**config.mk**
```make
export PLATFORM = sky130hd
export DESIGN_NAME = brent_kung_adder_pipe
export DESIGN_NICKNAME = d
export VERILOG_FILES = /design/src/rtl/bk_pkg.sv /design/src/rtl/bk_prefix_cell.sv /design/src/rtl/brent_kung_adder_pipe.sv
export SDC_FILE = /design/constraint.sdc
export NUM_CORES = 1
export LEC_CHECK = 0
export CAP_MARGIN = 5
export CORE_ASPECT_RATIO = 0.8
export CORE_MARGIN = 2
export CORE_UTILIZATION = 42
export DETAILED_ROUTE_END_ITERATION = 8
export HOLD_SLACK_MARGIN = 0.05
export SLEW_MARGIN = 25
export SYNTH_ARGS = -nofsm -noshare
export SYNTH_HDL_FRONTEND = slang
export SYNTH_SLANG_ARGS = --single-unit
```
**constraint.sdc**
```tcl
create_clock -name clk -period 2.8 [get_ports clk]
set_input_delay 0.7 -clock clk [delete_from_list [all_inputs] [get_ports clk]]
set_output_delay 0.7 -clock clk [all_outputs]
set_load 0.03 [all_outputs]
```
**src/rtl/bk_pkg.sv**
```systemverilog
// Shared Brent-Kung definitions: prefix depth, (G,P) pair type and legal width range.
package bk_pkg;
   localparam int MIN_WIDTH = 4;
   localparam int MAX_WIDTH = 64;

   typedef struct packed {
      logic g;
      logic p;
   } gp_t;

   function automatic int levels(input int width);
      return $clog2(width);
   endfunction
endpackage

```
**src/rtl/bk_prefix_cell.sv**
```systemverilog
// Brent-Kung (G,P) combine: high group absorbs the adjacent lower group.
module bk_prefix_cell (
   input  logic i_gh,
   input  logic i_ph,
   input  logic i_gl,
   input  logic i_pl,
   output logic o_g,
   output logic o_p
);
   assign o_g = i_gh | (i_ph & i_gl);
   assign o_p = i_ph & i_pl;
endmodule

```
**src/rtl/brent_kung_adder_pipe.sv**
```systemverilog
// Pipelined Brent-Kung adder/subtractor with valid/ready flow control.
// Stage 1: bitwise g/p, stage 2: up-sweep, stage 3: down-sweep and sum (optionally registered).
module brent_kung_adder_pipe
   import bk_pkg::*;
#(
   parameter int WIDTH   = 16,
   parameter int REG_OUT = 1
) (
   input  logic             clk,
   input  logic             rst,
   input  logic             in_valid,
   output logic             in_ready,
   input  logic [WIDTH-1:0] a,
   input  logic [WIDTH-1:0] b,
   input  logic             cin,
   input  logic             sub,
   output logic             out_valid,
   input  logic             out_ready,
   output logic [WIDTH-1:0] sum,
   output logic             cout,
   output logic             ovf,
   output logic             zero
);
   localparam int LV = levels(WIDTH);

   if (WIDTH < MIN_WIDTH || WIDTH > MAX_WIDTH || (WIDTH & (WIDTH - 1)) != 0) begin : g_bad_width
      $error("brent_kung_adder_pipe: WIDTH must be a power of two between 4 and 64");
   end

   logic                   w_adv;
   logic                   r_v1;
   logic                   r_v2;
   logic [WIDTH-1:0]       w_b_eff;
   logic [WIDTH-1:0]       r_g1;
   logic [WIDTH-1:0]       r_p1;
   logic                   r_c1;
   gp_t  [WIDTH-1:0]       w_up [0:LV];
   gp_t  [WIDTH-1:0]       r_gp2;
   logic [WIDTH-1:0]       r_p2;
   logic                   r_c2;
   gp_t  [WIDTH-1:0]       w_dn [0:LV-1];
   logic [WIDTH:0]         w_c;
   logic [WIDTH-1:0]       w_sum;
   logic                   w_cout;
   logic                   w_ovf;
   logic                   w_zero;

   assign w_adv    = !out_valid || out_ready;
   assign in_ready = w_adv;
   assign w_b_eff  = sub ? ~b : b;

   always_ff @(posedge clk or posedge rst) begin
      if (rst) begin
         r_v1 <= 1'b0;
         r_v2 <= 1'b0;
      end else if (w_adv) begin
         r_v1 <= in_valid;
         r_v2 <= r_v1;
      end
   end

   always_ff @(posedge clk) begin
      if (w_adv) begin
         r_g1  <= a & w_b_eff;
         r_p1  <= a ^ w_b_eff;
         r_c1  <= sub | cin;
         r_gp2 <= w_up[LV];
         r_p2  <= r_p1;
         r_c2  <= r_c1;
      end
   end

   for (genvar i = 0; i < WIDTH; i++) begin : g_lvl0
      assign w_up[0][i] = {r_g1[i], r_p1[i]};
   end

   for (genvar l = 1; l <= LV; l++) begin : g_up
      for (genvar i = 0; i < WIDTH; i++) begin : g_bit
         if ((i + 1) % (1 << l) == 0) begin : g_cell
            logic w_g, w_p;
            bk_prefix_cell u_cell (
               .i_gh (w_up[l-1][i].g),
               .i_ph (w_up[l-1][i].p),
               .i_gl (w_up[l-1][i-(1 << (l-1))].g),
               .i_pl (w_up[l-1][i-(1 << (l-1))].p),
               .o_g  (w_g),
               .o_p  (w_p)
            );
            assign w_up[l][i] = {w_g, w_p};
         end else begin : g_pass
            assign w_up[l][i] = w_up[l-1][i];
         end
      end
   end

   // Down-sweep fills the gaps between the power-of-two prefixes left by the up-sweep.
   assign w_dn[LV-1] = r_gp2;

   for (genvar l = LV - 1; l >= 1; l--) begin : g_dn
      for (genvar i = 0; i < WIDTH; i++) begin : g_bit
         if (((i + 1) % (1 << l)) == (1 << (l-1)) && (i + 1) > (1 << l)) begin : g_cell
            logic w_g, w_p;
            bk_prefix_cell u_cell (
               .i_gh (w_dn[l][i].g),
               .i_ph (w_dn[l][i].p),
               .i_gl (w_dn[l][i-(1 << (l-1))].g),
               .i_pl (w_dn[l][i-(1 << (l-1))].p),
               .o_g  (w_g),
               .o_p  (w_p)
            );
            assign w_dn[l-1][i] = {w_g, w_p};
         end else begin : g_pass
            assign w_dn[l-1][i] = w_dn[l][i];
         end
      end
   end

   assign w_c[0] = r_c2;
   for (genvar i = 0; i < WIDTH; i++) begin : g_carry
      assign w_c[i+1] = w_dn[0][i].g | (w_dn[0][i].p & r_c2);
   end

   assign w_sum  = r_p2 ^ w_c[WIDTH-1:0];
   assign w_cout = w_c[WIDTH];
   assign w_ovf  = w_c[WIDTH] ^ w_c[WIDTH-1];
   assign w_zero = ~|w_sum;

   if (REG_OUT != 0) begin : g_reg_out
      logic             r_v3;
      logic [WIDTH-1:0] r_sum;
      logic             r_cout;
      logic             r_ovf;
      logic             r_zero;

      always_ff @(posedge clk or posedge rst) begin
         if (rst) begin
            r_v3   <= 1'b0;
            r_sum  <= '0;
            r_cout <= 1'b0;
            r_ovf  <= 1'b0;
            r_zero <= 1'b0;
         end else if (w_adv) begin
            r_v3 <= r_v2;
            if (r_v2) begin
               r_sum  <= w_sum;
               r_cout <= w_cout;
               r_ovf  <= w_ovf;
               r_zero <= w_zero;
            end
         end
      end

      assign out_valid = r_v3;
      assign sum       = r_sum;
      assign cout      = r_cout;
      assign ovf       = r_ovf;
      assign zero      = r_zero;
   end else begin : g_comb_out
      // Gate with valid so the outputs read zero while reset holds the stage empty.
      assign out_valid = r_v2;
      assign sum       = w_sum & {WIDTH{r_v2}};
      assign cout      = w_cout & r_v2;
      assign ovf       = w_ovf & r_v2;
      assign zero      = w_zero & r_v2;
   end
endmodule

```
==> results.py, run 1 <==
metrics = {
    "power": {
        "switchingPower_mw": 1.391,
        "clkPwrFrac_pct": 26.1,
        "p_int_mw": 3.309,
        "comb_power_share_pct": 26.9,
        "power_leakage_nw": 2.025,
        "switching_share_pct": 29.60,
        "seqPwrFrac_pct": 47.0,
        "powerDensity_nw_per_um2": 941.5,
        "power.total_mw": 4.700,
        "max-vdd-ir-drop_mv": 0.5764,
    },
    "global_route": {
        "grt_pass1_wl_mm": 10.66,
        "overflow": 0,
        "track_usage_pct": 13.42,
        "grt_pass1_vias": 2137,
        "grt_max_degree": 71,
        "antenna_found_initial": 0,
    },
    "route": {
        "ant_nets": 0,
        "route.detailed.drc": 0,
        "vias": 2152,
        "via_per_inst": 4.858,
        "first_pass_iters": 4,
        "wl_per_cell_um": 14.56,
        "drtIter0Drc": 112,
        "routed_wirelength_mm": 6.448,
    },
    "setup_path": {
        "start_kind": "primary input",
        "cp_max_fo": 15,
        "worstPathArrival_ns": 1.66,
        "end_kind": "output port",
        "critical_path_required_ns": 2.10,
        "critPathTopFamily": "buffers and inverters",
        "crit_buf_inv": 2,
        "slowest_delay_ns": 0.46,
        "critPathSlowestCell": "clkdlybuf4s50_1",
        "crit_type": "primary input to output port",
        "crit_path_cell_trace": "clkdlybuf4s50_1 > nand2b_4 > buf_4",
    },
    "clock_tree": {
        "cts_setup_buffers": 0,
        "h-tree-depth": 3,
        "cts-resized-gates": 0,
        "clkSlewWorstSetupHoldPaths_ns": 0.06,
        "clockRootBuffer": "clkbuf_16",
        "clock_insertion_delay_worst_skew_ns": 0.32,
        "cts_tree": "done",
        "ctsHoldBuffers": 0,
        "cts_buffers": 9,
        "clock_sinks": 96,
        "cts.path.max_buffers": 2,
    },
    "placed_design": {
        "hpwl_mm": 4.741,
        "portBuffers": 58,
        "finalWeightedCongestion": 0.7112,
        "preCtsSetupSlack_ns": 0.4412,
    },
    "logic_synthesis": {
        "syn_area_per_cell_um2": 15.30,
        "ys_top_cells_by_count": "edfxtp_1 (74), dfrtp_1 (22), xor2_1 (21)",
        "ys_seq_elements": 96,
        "synthFlopType": "edfxtp_1",
        "syn_nets": 314,
        "yosysTopAreaCell": "edfxtp_1",
        "synth.cell_area_um2": 3963,
        "synth_edf_count": 74,
        "synthTopCellsByArea": "edfxtp_1 (56%), dfrtp_1 (14%), ha_1 (5.4%)",
        "yosysTopAreaCellShare_pct": 56.08,
        "async_flop_share_pct": 22.92,
        "yosysWarningCount": 0,
        "ys_types": 42,
        "yosysSeqAreaShare_pct": 69.97,
        "synth_most_common_cell": "edfxtp_1",
        "syn_inst": 259,
    },
    "sta": {
        "setup_viol": 0,
        "finalHoldViolCount": 0,
        "max_freq_mhz": 423.1,
        "period_share_pct": 84.41,
        "rsz0062_at_grt": "no",
        "slew_headroom_pct": 45.87,
        "period_needed_ns": 2.364,
        "drv_slew": 0,
        "finalSetupTns_ns": 0,
        "worstMarginPinSlew_ns": 0.8111,
        "final.setup_skew_ns": 0.006495,
        "setup_slack_ns": 0.4364,
    },
    "final_layout": {
        "nFillCells": 751,
        "area_delta_synth_final_pct": 25.99,
        "drive_gt1_share_pct": 8.537,
        "nets": 379,
        "final_util_pct": 54.77,
        "antenna_cells": 0,
    },
    "floorplan": {
        "fp.dieH_um": 90.88,
        "std_cell_rows": 31,
        "dieArea_um2": 10230,
        "initial_core_util_pct": 43.47,
        "die_x_um": 112.6,
        "core-area_um2": 9115,
        "num_io_pins": 59,
    },
    "hold_path": {
        "hold_class": "flop to flop",
    },
    "status": {
        "outcome": "completed",
    },
    "flow_run": {
        "maxCapViolCount": 0,
    },
}
worst register-to-register path: cells and delay by family, from the launching register on:
| kind | cells | cell delay (ns) |
|---|---|---|
| flops | 1 | 0.55 |
| simple gates | 1 | 0.25 |
| compound gates | 4 | 1.13 |
metal layers:
metal  global-route usage, %  vias up  part of all wire [%]
li1                        -     1113                     -
met2                   19.36       49                    43
met4                   4.878        0                   1.0
met5                       0        -                     0
met3                   3.624        6                   4.5
met1                   19.49      984                    51
logic make-up (layout without fill, tap and decap cells):
| logic type | Yosys count | in the layout | synth area share [%] |
|---|---|---|---|
| AOI/OAI and AO/OA | 61 | 61 | 10.86 |
| muxes | 2 | 2 | 0.5683 |
| buffers and inverters | 12 | 81 | 1.389 |
| adders and majority gates | 17 | 17 | 5.368 |
| and+or+nand+nor | 46 | 46 | 6.315 |
| xor gates and xnor gates | 25 | 25 | 5.526 |
| DFF | 96 | 96 | 69.97 |
per-stage QoR:
| stage | hold WS [ns] | cell area (um^2) | instances |
|---|---|---|---|
| final | 0.4363 | 4992 | 443 |
| after global routing | 0.4404 | 4992 | 443 |
| after CTS | 0.4420 | 4992 | 443 |
| after detailed placement | 0.4264 | 4691 | 428 |
| after global placement | 0.4049 | 4691 | 428 |
| after floorplan | 0.4003 | 3965 | 259 |
placed cells by master, fill, tap and decap left out, types with 3 or more instances in the layout:
cell type / Yosys / layout
xor2_1: 21 / 21
and3_1: 8 / 8
or2_2: 3 / 3
edfxtp_1: 74 / 74
ha_1: 17 / 17
a21oi_1: 8 / 8
a21o_1: 10 / 10
inv_1: 5 / 5
xnor2_1: 4 / 4
o21ai_0: 11 / 11
clkdlybuf4s50_1: 0 / 57
buf_4: 0 / 3
a41o_1: 4 / 4
nand2_1: 16 / 16
o21bai_1: 3 / 3
dfrtp_1: 22 / 22
o21ai_1: 6 / 6
clkbuf_16: 0 / 9
and2_1: 8 / 8
o31ai_1: 3 / 3
flip-flops by register name, summed over array words and instances, names as in the netlist, 16 cells and up:
| signal | cells |
|---|---|
| r_g1 | 16 |
| sum | 16 |
| r_p1 | 16 |
| r_gp2 | 24 |
| r_p2 | 16 |
final timing paths:
kind	from	to	slack (ns)	cells past startpoint
max reg2reg	r_c2$_DFFE_PN_	zero$_DFFE_PP0P_	0.82	5
max	out_ready	in_ready	0.44	3
max in group asynchronous	rst	r_v1$_DFFE_PP0N_	1.45	2
min reg2reg	r_c1$_DFFE_PN_	r_c2$_DFFE_PN_	0.44	0
min	r_c1$_DFFE_PN_	r_c2$_DFFE_PN_	0.44	0
min in group asynchronous	rst	sum[15]$_DFFE_PP0P_	0.84	2
power groups by stage:
stage | Clock (mW) | Combinational [mW] | Sequential (mW)
after floorplan | 0 | 0.536 | 2.44
after global placement | 0 | 1.25 | 2.25
after detailed placement | 0 | 1.28 | 2.24
after CTS | 1.25 | 1.28 | 2.22
after global routing | 1.31 | 1.38 | 2.27
final | 1.22 | 1.27 | 2.21
area by class of cell:
type / instances / area (um^2) / share of cell area [%]
inverters: 5 / 18.77 / 0.3759
clock inverters: 5 / 72.57 / 1.454
clock buffers: 10 / 229.0 / 4.586
flip-flops and latches: 96 / 2773 / 55.54
well taps: 115 / 143.9 / 2.882
multi-input cells: 151 / 1142 / 22.88
repair buffers: 61 / 613.1 / 12.28
Power figures use the tool's default switching activity.
==> run 2: changes to the inputs <==
--- a/config.mk
+++ b/config.mk
@@ -11,6 +11,7 @@
 export CORE_UTILIZATION = 42
 export DETAILED_ROUTE_END_ITERATION = 8
 export HOLD_SLACK_MARGIN = 0.05
+export PLACE_DENSITY = 0.67
 export SLEW_MARGIN = 25
 export SYNTH_ARGS = -nofsm -noshare
 export SYNTH_HDL_FRONTEND = slang
==> constraint.sdc (replaced) <==
create_clock -name clk -period 2.14 [get_ports clk]
set_input_delay 0.535 -clock clk [delete_from_list [all_inputs] [get_ports clk]]
set_output_delay 0.535 -clock clk [all_outputs]
set_load 0.03 [all_outputs]
==> run 2 against run 1 <==
Against the previous run: routed wire length grew 1.3%; sequential power grew 31%; cell count grew 0.68%; worst hold slack lost 0.017 ns; via count grew 2.3%; sequential cell count is the same; combinational power grew 32%; clock power grew 13%; clock skew shrank 0.0017 ns; setup slack lost 0.26 ns; non-clock buffer count grew 3; largest cell class unchanged.
==> results.py, run 2 (same netlist as run 1, synthesis figures left out) <==
metrics = {
    "status": {
        "outcome": "completed",
    },
    "sta": {
        "period_needed_ns": 1.969,
        "hold_ws_ns": 0.4197,
        "drv_slew": 0,
        "finalHoldViolCount": 0,
        "max_freq_mhz": 508.0,
        "setup_viol": 0,
        "rsz0062_at_grt": "no",
        "worstMarginPinSlew_ns": 0.3669,
        "final.setup_skew_ns": 0.004812,
        "finalSetupTns_ns": 0,
        "setup_slack_ns": 0.1714,
        "period_share_pct": 91.99,
        "slew_headroom_pct": 75.39,
    },
    "route": {
        "vias": 2202,
        "via_per_inst": 4.937,
        "route.detailed.drc": 0,
        "first_pass_iters": 4,
        "ant_nets": 0,
        "wl_per_cell_um": 14.65,
        "drtIter0Drc": 122,
        "routed_wirelength_mm": 6.534,
    },
    "clock_tree": {
        "h-tree-depth": 3,
        "cts-resized-gates": 0,
        "cts_setup_buffers": 0,
        "clock_sinks": 96,
        "clockRootBuffer": "clkbuf_16",
        "clkSlewWorstSetupHoldPaths_ns": 0.06,
        "clock_insertion_delay_worst_skew_ns": 0.33,
        "cts_tree": "done",
        "ctsHoldBuffers": 0,
        "cts.path.max_buffers": 2,
        "cts_buffers": 9,
    },
    "placed_design": {
        "preCtsSetupSlack_ns": 0.1979,
        "portBuffers": 58,
        "placedCellCount": 431,
        "finalWeightedCongestion": 0.7856,
        "placed_area_um2": 4726,
        "hpwl_mm": 4.836,
    },
    "floorplan": {
        "initial_core_util_pct": 43.47,
        "fp.dieH_um": 90.88,
        "dieArea_um2": 10230,
        "core-area_um2": 9115,
        "std_cell_rows": 31,
        "num_io_pins": 59,
        "die_x_um": 112.6,
    },
    "setup_path": {
        "worstPathArrival_ns": 2.24,
        "crit_type": "flop to flop",
        "cp_max_fo": 10,
        "critical_path_required_ns": 2.41,
        "end_kind": "flop",
        "start_kind": "flop",
    },
    "global_route": {
        "grt_pass1_wl_mm": 10.84,
        "grt_max_degree": 48,
        "track_usage_pct": 13.79,
        "overflow": 0,
        "antenna_found_initial": 0,
        "grt_pass1_vias": 2143,
    },
    "final_layout": {
        "top_register": "r_gp2",
        "layout_common_cells": "edfxtp_1 (74), clkdlybuf4s50_1 (57), dfrtp_1 (22), xor2_1 (21), ha_1 (17)",
        "antenna_cells": 0,
        "stdcell_area_um2": 4981,
        "final_common_cell": "edfxtp_1",
        "final_util_pct": 54.65,
        "instances_no_fill": 446,
        "drive_gt1_share_pct": 9.063,
        "largest_reg_flops": 24,
        "area_delta_synth_final_pct": 25.70,
        "nets": 382,
    },
    "hold_path": {
        "hold_class": "flop to flop",
    },
    "power": {
        "powerDensity_nw_per_um2": 1195,
        "max-vdd-ir-drop_mv": 0.8685,
        "power_leakage_nw": 2.013,
        "power.total_mw": 5.955,
    },
    "flow_run": {
        "maxCapViolCount": 0,
    },
}
run 2: cell types whose count changed in the layout (fill, tap and decap cells not counted), sizes merged:
cell,before,now
buf,4,7
bufinv,2,0
clkinvlp,0,2
clkbuf,10,11
clkinv,3,2
run 2: final cells by class:
| cell class | instances | area (um^2) |
|---|---|---|
| Fill cell | 765 | 4134 |
| Timing Repair Buffer | 64 | 648.1 |
| Inverter | 5 | 18.77 |
| Clock buffer | 11 | 232.7 |
| Clock inverter | 4 | 22.52 |
| Multi-Input combinational cell | 151 | 1142 |
| Tap cell | 115 | 143.9 |
| Sequential cell | 96 | 2773 |
run 2: worst paths after layout:
path | start | to | slack (ns) | depth (start not counted)
worst max-delay path | r_c2$_DFFE_PN_ | zero$_DFFE_PP0P_ | 0.17 | 5
worst min-delay path | r_c1$_DFFE_PN_ | r_c2$_DFFE_PN_ | 0.42 | 0
worst max register to register | r_c2$_DFFE_PN_ | zero$_DFFE_PP0P_ | 0.17 | 5
worst min register to register | r_c1$_DFFE_PN_ | r_c2$_DFFE_PN_ | 0.42 | 0
max in group asynchronous | rst | sum[3]$_DFFE_PP0P_ | 1.37 | 3
min in group asynchronous | rst | sum[13]$_DFFE_PP0P_ | 0.54 | 3
run 2: where the power goes:
| part | switching (mW) | leakage, nW | internal (mW) |
|---|---|---|---|
| Combinational | 0.954 | 0.869 | 0.728 |
| Clock | 0.603 | 0.117 | 0.772 |
| Sequential | 0.285 | 1.03 | 2.61 |
| Total | 1.84 | 2.01 | 4.11 |
run 2: worst max-delay path, cell delays in order, from the launching register on:
cell and delay (ns):
edfxtp_1 0.54, and3_1 0.22, or3_1 0.38, a222oi_1 0.36
and4b_1 0.24, a32o_2 0.17
run 2: routing by layer:
metal | vias to the layer above | track usage [%] | routed length [um]
met3 | 7 | 4.295 | 354
li1 | 1118 | - | -
met1 | 1014 | 19.22 | 3159
met5 | - | 0 | 0
met2 | 63 | 20.51 | 2940
met4 | 0 | 4.776 | 80
==> run 3: changes to the inputs <==
--- a/config.mk
+++ b/config.mk
@@ -12,7 +12,6 @@
 export DETAILED_ROUTE_END_ITERATION = 8
 export HOLD_SLACK_MARGIN = 0.05
 export PLACE_DENSITY = 0.67
-export SLEW_MARGIN = 25
 export SYNTH_ARGS = -nofsm -noshare
 export SYNTH_HDL_FRONTEND = slang
 export SYNTH_SLANG_ARGS = --single-unit
==> results of run 3 <==
The final DEF is identical to that of run 2; final timing and power are the same.
